$ cat src/rtl/tmr0_wdt_pkg.sv
// Shared constants and helpers for the TMR0 / watchdog sequencer.
package tmr0_wdt_pkg;

    localparam int OPT_T0CS   = 5;
    localparam int OPT_T0SE   = 4;
    localparam int OPT_PSA    = 3;
    localparam int OPT_PS_MSB = 2;

    localparam logic [5:0] OPTION_RST     = 6'h3F;
    localparam int         WDT_PERIOD_DEF = 1024;

    typedef enum logic {
        SRC_INTERNAL = 1'b0,
        SRC_T0CKI    = 1'b1
    } clk_src_e;

    // Bits prescaler[PS:0]: TMR0 wraps every 2^(PS+1) ticks.
    function automatic logic [7:0] tmr_mask(input logic [2:0] ps);
        return 8'hFF >> (3'd7 - ps);
    endfunction

    // Bits prescaler[PS-1:0]: empty for PS=0, so every base tick times out.
    function automatic logic [7:0] wdt_mask(input logic [2:0] ps);
        return tmr_mask(ps) >> 1;
    endfunction

endpackage

$ cat src/rtl/tmr0_wdt_ctrl_t0cki_edge_sync.sv
// Two-flop synchronizer for the T0CKI pin followed by a registered edge pulse.
module t0cki_edge_sync (
    input  logic clk,
    input  logic rst_n,
    input  logic t0cki,
    input  logic fall_sel,
    output logic edge_pulse
);

    logic sync1;
    logic sync2;
    logic prev;
    logic edge_raw;

    assign edge_raw = fall_sel ? (prev & ~sync2) : (~prev & sync2);

    always_ff @(posedge clk or negedge rst_n) begin
        if (!rst_n) begin
            sync1      <= 1'b0;
            sync2      <= 1'b0;
            prev       <= 1'b0;
            edge_pulse <= 1'b0;
        end else begin
            sync1      <= t0cki;
            sync2      <= sync1;
            prev       <= sync2;
            edge_pulse <= edge_raw;
        end
    end

endmodule

$ cat src/rtl/tmr0_wdt_ctrl.sv
// TMR0 tick / watchdog sequencer with a shared 8-bit prescaler.
// Watchdog, timeout and sleep/wake logic exist only when WDT_EN is defined.
module tmr0_wdt_ctrl
    import tmr0_wdt_pkg::*;
#(
    parameter int WDT_PERIOD = WDT_PERIOD_DEF,
    parameter int WDT_CW     = 10
) (
    input  logic       clk,
    input  logic       rst_n,
    input  logic       option_wr,
    input  logic [5:0] option_in,
    input  logic       tmr0_wr,
    input  logic       clrwdt,
    input  logic       sleep,
    input  logic       t0cki,
    output logic [5:0] option_out,
    output logic       tmr0_inc,
    output logic       wdtmr,
    output logic       sleeping,
    output logic       wake
);

    logic [5:0] option_q;
    logic [7:0] prescaler;
    logic [7:0] pre_next;
    logic [2:0] ps;
    logic       psa;
    logic       inhibit;
    logic       ext_edge;
    logic       tick;
    logic       psa_change;
    logic       wdt_clr;
    logic       pre_clear;
    logic       pre_inc;
    logic       tmr_wrap;
    clk_src_e   src;

    assign option_out = option_q;
    assign psa        = option_q[OPT_PSA];
    assign ps         = option_q[OPT_PS_MSB:0];
    assign src        = clk_src_e'(option_q[OPT_T0CS]);

    t0cki_edge_sync u_edge_sync (
        .clk        (clk),
        .rst_n      (rst_n),
        .t0cki      (t0cki),
        .fall_sel   (option_q[OPT_T0SE]),
        .edge_pulse (ext_edge)
    );

    assign tick       = (src == SRC_T0CKI) ? ext_edge : ~sleeping;
    assign pre_next   = prescaler + 8'd1;
    assign psa_change = option_wr & (option_in[OPT_PSA] != psa);
    assign pre_clear  = psa_change | (tmr0_wr & ~psa) | (wdt_clr & psa);

`ifdef WDT_EN
    logic [WDT_CW-1:0] base_cnt;
    logic              base_tick;
    logic              timeout;

    assign wdt_clr   = clrwdt | sleep;
    assign base_tick = (base_cnt == WDT_CW'(WDT_PERIOD - 1));
    assign pre_inc   = ~option_wr & (psa ? base_tick : tick);
    assign timeout   = ~wdt_clr &
                       (psa ? (pre_inc & ((pre_next & wdt_mask(ps)) == 8'd0)) : base_tick);

    // A timeout during sleep ends it; a new SLEEP strobe takes precedence.
    always_ff @(posedge clk or negedge rst_n) begin
        if (!rst_n) begin
            base_cnt <= '0;
            wdtmr    <= 1'b0;
            wake     <= 1'b0;
            sleeping <= 1'b0;
        end else begin
            base_cnt <= wdt_clr ? '0 : base_cnt + WDT_CW'(1);
            wdtmr    <= timeout;
            wake     <= timeout & sleeping;
            if (sleep)
                sleeping <= 1'b1;
            else if (timeout)
                sleeping <= 1'b0;
        end
    end
`else
    logic unused_strobes;

    assign unused_strobes = clrwdt ^ sleep;
    assign wdt_clr        = 1'b0;
    assign pre_inc        = ~option_wr & ~psa & tick;
    assign wdtmr          = 1'b0;
    assign wake           = 1'b0;
    assign sleeping       = 1'b0;
`endif

    assign tmr_wrap = ~psa & pre_inc & ((pre_next & tmr_mask(ps)) == 8'd0);

    // Ticks landing in the TMR0 write cycle or the one after are dropped.
    always_ff @(posedge clk or negedge rst_n) begin
        if (!rst_n) begin
            option_q  <= OPTION_RST;
            prescaler <= 8'd0;
            inhibit   <= 1'b0;
            tmr0_inc  <= 1'b0;
        end else begin
            if (option_wr)
                option_q <= option_in;
            if (pre_clear)
                prescaler <= 8'd0;
            else if (pre_inc)
                prescaler <= pre_next;
            inhibit  <= tmr0_wr;
            tmr0_inc <= (psa ? tick : tmr_wrap) & ~tmr0_wr & ~inhibit;
        end
    end

endmodule

$ cat config.mk
export PLATFORM = sky130hd
export DESIGN_NAME = tmr0_wdt_ctrl
export DESIGN_NICKNAME = d
export VERILOG_FILES = /design/src/rtl/tmr0_wdt_pkg.sv /design/src/rtl/tmr0_wdt_ctrl_t0cki_edge_sync.sv /design/src/rtl/tmr0_wdt_ctrl.sv
export SDC_FILE = /design/constraint.sdc
export NUM_CORES = 1
export LEC_CHECK = 0
export BUFFER_PORTS_ARGS = -buffer_cell sky130_fd_sc_hd__buf_2
export CORE_AREA = 2 2 62 64
export CTS_BUF_LIST = sky130_fd_sc_hd__clkbuf_16
export CTS_CLUSTER_SIZE = 40
export DETAILED_ROUTE_END_ITERATION = 8
export DIE_AREA = 0 0 64 66
export PLACE_DENSITY_LB_ADDON = 0.1
export SYNTH_ARGS = -nofsm -noshare
export SYNTH_HDL_FRONTEND = slang
export SYNTH_SLANG_ARGS = --single-unit
$ cat constraint.sdc
create_clock -name clk -period 3.21 [get_ports clk]
set_input_delay 0.4815 -clock clk [delete_from_list [all_inputs] [get_ports clk]]
set_output_delay 0.4815 -clock clk [all_outputs]
set_load 0.01 [all_outputs]
==> impl_metrics.ini, run 1 <==
[floorplan]
io_pins = 23
core_um2 = 3551
rows = 22
initial_core_util_pct = 29.07
die_y_um = 66
die_w_um = 64
die-area_um2 = 4224

[clock_tree]
h-tree-depth = 1
cts_made_buffers = 3
insertion_delay_ns = 0.25
hold_buffers = 0
clock-sinks = 20
cts_root_buffer = clkbuf_16
clockBufferDepth = 2
cts_setup_buffers = 0
clk_pin_slew_ns = 0.06
cts_resized = 0
cts_tree = done

[pwr]
p_sw_share_pct = 24.27
clkPwrFrac_pct = 42.6
p_int_uw = 466.4
ir_drop_mv = 0.2394
comb_power_share_pct = 10.5
p_switching_uw = 149.5
power_density_nw_per_um2 = 502.8
leakagePower_uw = 0.0005290
pwr-share-seq_pct = 46.9

[drt]
vias = 764
drt-wirelength-per-cell_um = 13.28
routed_via_density = 4.687
dr.pass1.iters = 4
drtAntennaViolNets = 0
drc = 0
drt_wl_total_um = 2164
drt_iter0_drc = 39

[synth]
synth_edf_count = 0
synth.avg_cell_area_um2 = 10.53
synth_top_area_cell = dfrtp_1
ys_seq_area_share_pct = 49.21
async_reset_ff_share_pct = 100.0
ys.warnings.count = 0
synthTopCellsByArea = dfrtp_1 (34%), dfstp_2 (15%), o21ai_0 (6.3%)
synthFlopType = dfrtp_1
yosys-top-cells-count = dfrtp_1 (14), nand2_1 (13), o21ai_0 (13), dfstp_2 (6)
synth_cell_types = 36
syn_inst = 98
synth_top_area_share_pct = 33.94
syn_area_um2 = 1032
ys_ff_latch = 20
yosysMostFrequentCell = dfrtp_1

[worst_setup_path]
reg2reg_to = tmr0_inc$_DFF_PN0_
critPathMaxStageDelay_ns = 0.44
arrival_ns = 1.91
required_ns = 3.34
worstReg2RegStart = prescaler[0]$_DFFE_PN0P_
worstPathMaxFanout = 6
worst_setup_path_end_kind = flop
crit_family = flip-flops
r2r_slack_ns = 1.44
worstPathCellList = ha_1, and3_2, nand3_1, xnor2_1, a21oi_1, o221a_2
cp.buffers_inverters = 0
cp_slowest_cell = dfrtp_1
rr_worst_depth = 6
startpoint_type = flop
cp.depth = 6
cp-startpoint = prescaler[0]$_DFFE_PN0P_
path_class = flop to flop

[layout]
seqCellArea_um2 = 508.0
area_growth_pct = 18.67
drive_gt1_share_pct = 33.04
final_nets = 130
multi_input_area_um2 = 489.2
diodes = 0
final_util_pct = 34.50
fillCellCount = 368

[sta]
hold_violations = 0
worst_pin_slew_ns = 0.7127
rsz0062_at_grt = no
skew_ns = 0.003072
setup_violations = 0
fin_setup_tns_ns = 0
maxSlewViolCount = 0
slew_headroom_pct = 52.09
max_freq_ghz = 0.5638
timing.final.crit_share_pct = 55.25
final.min_clock_period_ns = 1.774

[placement]
io_buffers = 17
dp_hpwl_um = 1489
routabilityCongestion = 0.7160

[run_status]
status = completed

[job]
maxCapViolations = 0

[global_routing]
grt_pass1_vias = 741
grt_overflow = 0
antenna_found_initial = 0
grt_max_degree = 21
grt_usage_pct = 11.56
grt_pass1_wl_um = 3684

[min_path]
hp-class = primary input to async pin
-- layer usage --
| layer | up-vias | GRT usage (%) | part of all wire (%) |
|---|---|---|---|
| met2 | 15 | 19.92 | 49 |
| met4 | 0 | 4.076 | 0.79 |
| met5 | - | 0 | 0 |
| met1 | 374 | 14.50 | 48 |
| met3 | 2 | 2.044 | 3.0 |
| li1 | 373 | - | - |
-- sequential cells by signal (all words and copies together), names as in the netlist --
signal	count
inhibit	1
u_edge_sync.prev	1
prescaler	8
u_edge_sync.sync2	1
u_edge_sync.sync1	1
tmr0_inc	1
u_edge_sync.edge_pulse	1
option_out	6
-- cell type report --
class	count	area share [%]
Clock inverter	1	0.3064
Inverter	1	0.3064
Timing Repair Buffer	17	6.946
Multi-Input combinational cell	73	39.94
Clock buffer	3	6.129
Sequential cell	20	41.47
Tap cell	48	4.903
-- how the worst max path moves through the flow --
stage | to
detailed placement | prescaler[6]$_DFFE_PN0P_
floorplan | tmr0_inc$_DFF_PN0_
CTS | tmr0_inc$_DFF_PN0_
global placement | prescaler[6]$_DFFE_PN0P_
finish | tmr0_inc$_DFF_PN0_
global route | tmr0_inc$_DFF_PN0_
-- power groups by stage --
stage | Clock [uW] | Sequential [uW] | Combinational [uW]
after floorplan | 0 | 293 | 39.8
final | 262 | 289 | 64.6
after global routing | 286 | 293 | 73.6
after global placement | 0 | 293 | 65.4
after CTS | 270 | 290 | 66.3
after detailed placement | 0 | 294 | 66.1
-- through the flow --
| stage | hold WS [ns] | area [um2] | std cells | setup slack (ns) | total power, uW |
|---|---|---|---|---|---|
| global route | 0.2112 | 1225 | 163 | 1.310 | 652.5 |
| finish | 0.1755 | 1225 | 163 | 1.436 | 615.9 |
| CTS | 0.1969 | 1225 | 163 | 1.452 | 625.8 |
| detailed placement | 0.3379 | 1146 | 159 | 1.402 | 360.0 |
| global placement | 0.3390 | 1146 | 159 | 1.428 | 358.0 |
| floorplan | 0.1859 | 1040 | 100 | 1.676 | 332.7 |
-- cells in the final DEF (no fill, tap or decap), drive strengths merged, types with 2 or more instances in the layout --
cell type,netlist,final
a21oi,2,2
a22o,2,2
buf,5,17
clkbuf,1,3
conb,1,3
dfrtp,14,14
dfstp,6,6
mux2,5,5
nand2,13,13
nand2b,2,2
nand3,3,3
nor2,6,6
nor3,2,2
o21ai,14,14
o31ai,2,2
xnor2,5,5
-- cell families (layout without fill, tap and decap cells) --
| logic type | Yosys count | after routing | synth area share (%) |
|---|---|---|---|
| simple gates | 32 | 32 | 18.18 |
| compound gates | 27 | 27 | 17.21 |
| flops | 20 | 20 | 49.21 |
| buf+inv | 7 | 22 | 4.120 |
| xor+xnor | 5 | 5 | 4.242 |
| mux | 5 | 5 | 5.454 |
| fa+ha+maj | 1 | 1 | 1.212 |
| other cells | 1 | 3 | 0.3633 |
Power figures use the tool's default switching activity.
==> inputs of run 2 (changes only) <==
==> constraint.sdc (replaced) <==
create_clock -name clk -period 1.57 [get_ports clk]
set_input_delay 0.2355 -clock clk [delete_from_list [all_inputs] [get_ports clk]]
set_output_delay 0.2355 -clock clk [all_outputs]
set_load 0.01 [all_outputs]
==> run 2 against run 1 <==
Clock skew down 0.00055 ns; setup slack worse by 1.3 ns; final cell count rose by 4.9%; critical path type unchanged; die area unchanged; clock power grew 98%; sequential power increased by 100%.
==> impl_metrics.ini, run 2 (synthesis results as in run 1) <==
[global_routing]
grt_usage_pct = 12.16
grt_overflow = 0
grt_max_degree = 21
grt_pass1_wl_um = 3864
grt_pass1_vias = 783
antenna_found_initial = 0

[sta]
finalWorstSetupSlack_ns = 0.08977
maxSlewViolCount = 0
hold_slack_ns = 0.08734
final.min_clock_period_ns = 1.480
fin_setup_tns_ns = 0
rsz0062_at_grt = no
timing.final.crit_share_pct = 94.28
setup_violations = 0
hold_violations = 0
skew_ns = 0.002522
max_freq_ghz = 0.6756

[drt]
routed_via_density = 4.602
drt_wl_total_um = 2255
vias = 787
drt-wirelength-per-cell_um = 13.19
drt_iter0_drc = 13
dr.pass1.iters = 4
drtAntennaViolNets = 0
drc = 0

[layout]
final_nets = 139
multi_input_area_um2 = 529.3
top_register = prescaler
stdcell_count = 171
area_growth_pct = 29.58
final_common_cell = buf_2
fillCellCount = 362
diodes = 0
largest_reg_flops = 8
layout_common_cells = buf_2 (17), nand2_1 (13), o21ai_0 (12), dfrtp_1 (12), buf_4 (7)
seqCellArea_um2 = 510.5
drive_gt1_share_pct = 43.09

[pwr]
power_density_nw_per_um2 = 948.4
fin_total_pwr_uw = 1269
leakagePower_uw = 0.0005853
ir_drop_mv = 0.4257

[clock_tree]
clk_pin_slew_ns = 0.06
cts_setup_buffers = 0
cts_made_buffers = 3
cts_root_buffer = clkbuf_16
cts_tree = done
insertion_delay_ns = 0.25
clockBufferDepth = 2
clock-sinks = 20
h-tree-depth = 1

[placement]
dp_cells = 167
dp_slack_ns = 0.006410
io_buffers = 17
dp_hpwl_um = 1599
routabilityCongestion = 0.7764

[floorplan]
die-area_um2 = 4224
die_w_um = 64
die_y_um = 66
initial_core_util_pct = 29.07
io_pins = 23
rows = 22
core_um2 = 3551

[worst_setup_path]
worst_setup_path_end_kind = flop
startpoint_type = flop
required_ns = 1.76
worstPathMaxFanout = 4
arrival_ns = 1.67
path_class = flop to flop

[run_status]
status = completed

[job]
maxCapViolations = 0

[min_path]
hp-class = primary input to flop
[run 2: final cells by class]
type / instances / share of cell area, %
multi-input combinational: 73 / 39.57
tap: 48 / 4.490
timing repair buffer: 26 / 11.88
sequential: 20 / 38.17
clock buffer: 3 / 5.613
inverter: 1 / 0.2806
[run 2: worst max-delay path, stage by stage, from the launching register on]
cell and delay (ns):
dfrtp_1 0.39, ha_2 0.21, buf_6 0.12, a211oi_2 0.13, a31oi_1 0.06, a21oi_1 0.15
o211a_1 0.18, o221a_4 0.18
[run 2: path summary, 6_finish.rpt]
path	start	to	slack (ns)	depth (start not counted)
worst max-delay path	prescaler[0]$_DFFE_PN0P_	tmr0_inc$_DFF_PN0_	0.09	7
min in group asynchronous	rst_n	prescaler[2]$_DFFE_PN0P_	0.48	2
worst max register to register	prescaler[0]$_DFFE_PN0P_	tmr0_inc$_DFF_PN0_	0.09	7
max in group asynchronous	rst_n	option_out[2]$_DFFE_PN1P_	0.74	2
worst min-delay path	t0cki	u_edge_sync.sync1$_DFF_PN0_	0.09	1
worst min register to register	u_edge_sync.sync1$_DFF_PN0_	u_edge_sync.sync2$_DFF_PN0_	0.35	0
[run 2: metal layers]
| metal | share of wire [%] | track usage [%] |
|---|---|---|
| met3 | 3.5 | 3.066 |
| met4 | 0 | 4.076 |
| met1 | 49 | 15.92 |
| met2 | 48 | 19.53 |
| met5 | 0 | 0 |
[run 2: through the flow]
| stage | instance area, um2 | util (%) |
|---|---|---|
| floorplan | 1040 | - |
| global placement | 1206 | 33.97 |
| detailed placement | 1206 | 33.97 |
| CTS | 1291 | 36.36 |
| global route | 1338 | 37.67 |
| finish | 1338 | 37.67 |
[run 2: report_power, final]
part	leakage [uW]	switching [uW]	internal, uW
sequential	0.000244	31.9	557
combinational	0.000304	85.3	74.7
clock	0.0000370	184	336
[run 2: what timing repair did]
action / CTS / global route
hold buffers: 1 / 0
gates cloned: 0 / 0
pin swaps: 1 / 3
resized for setup: 0 / 11
setup endpoints to repair: 1 / 6
endpoints found under the hold margin: 14 / 0
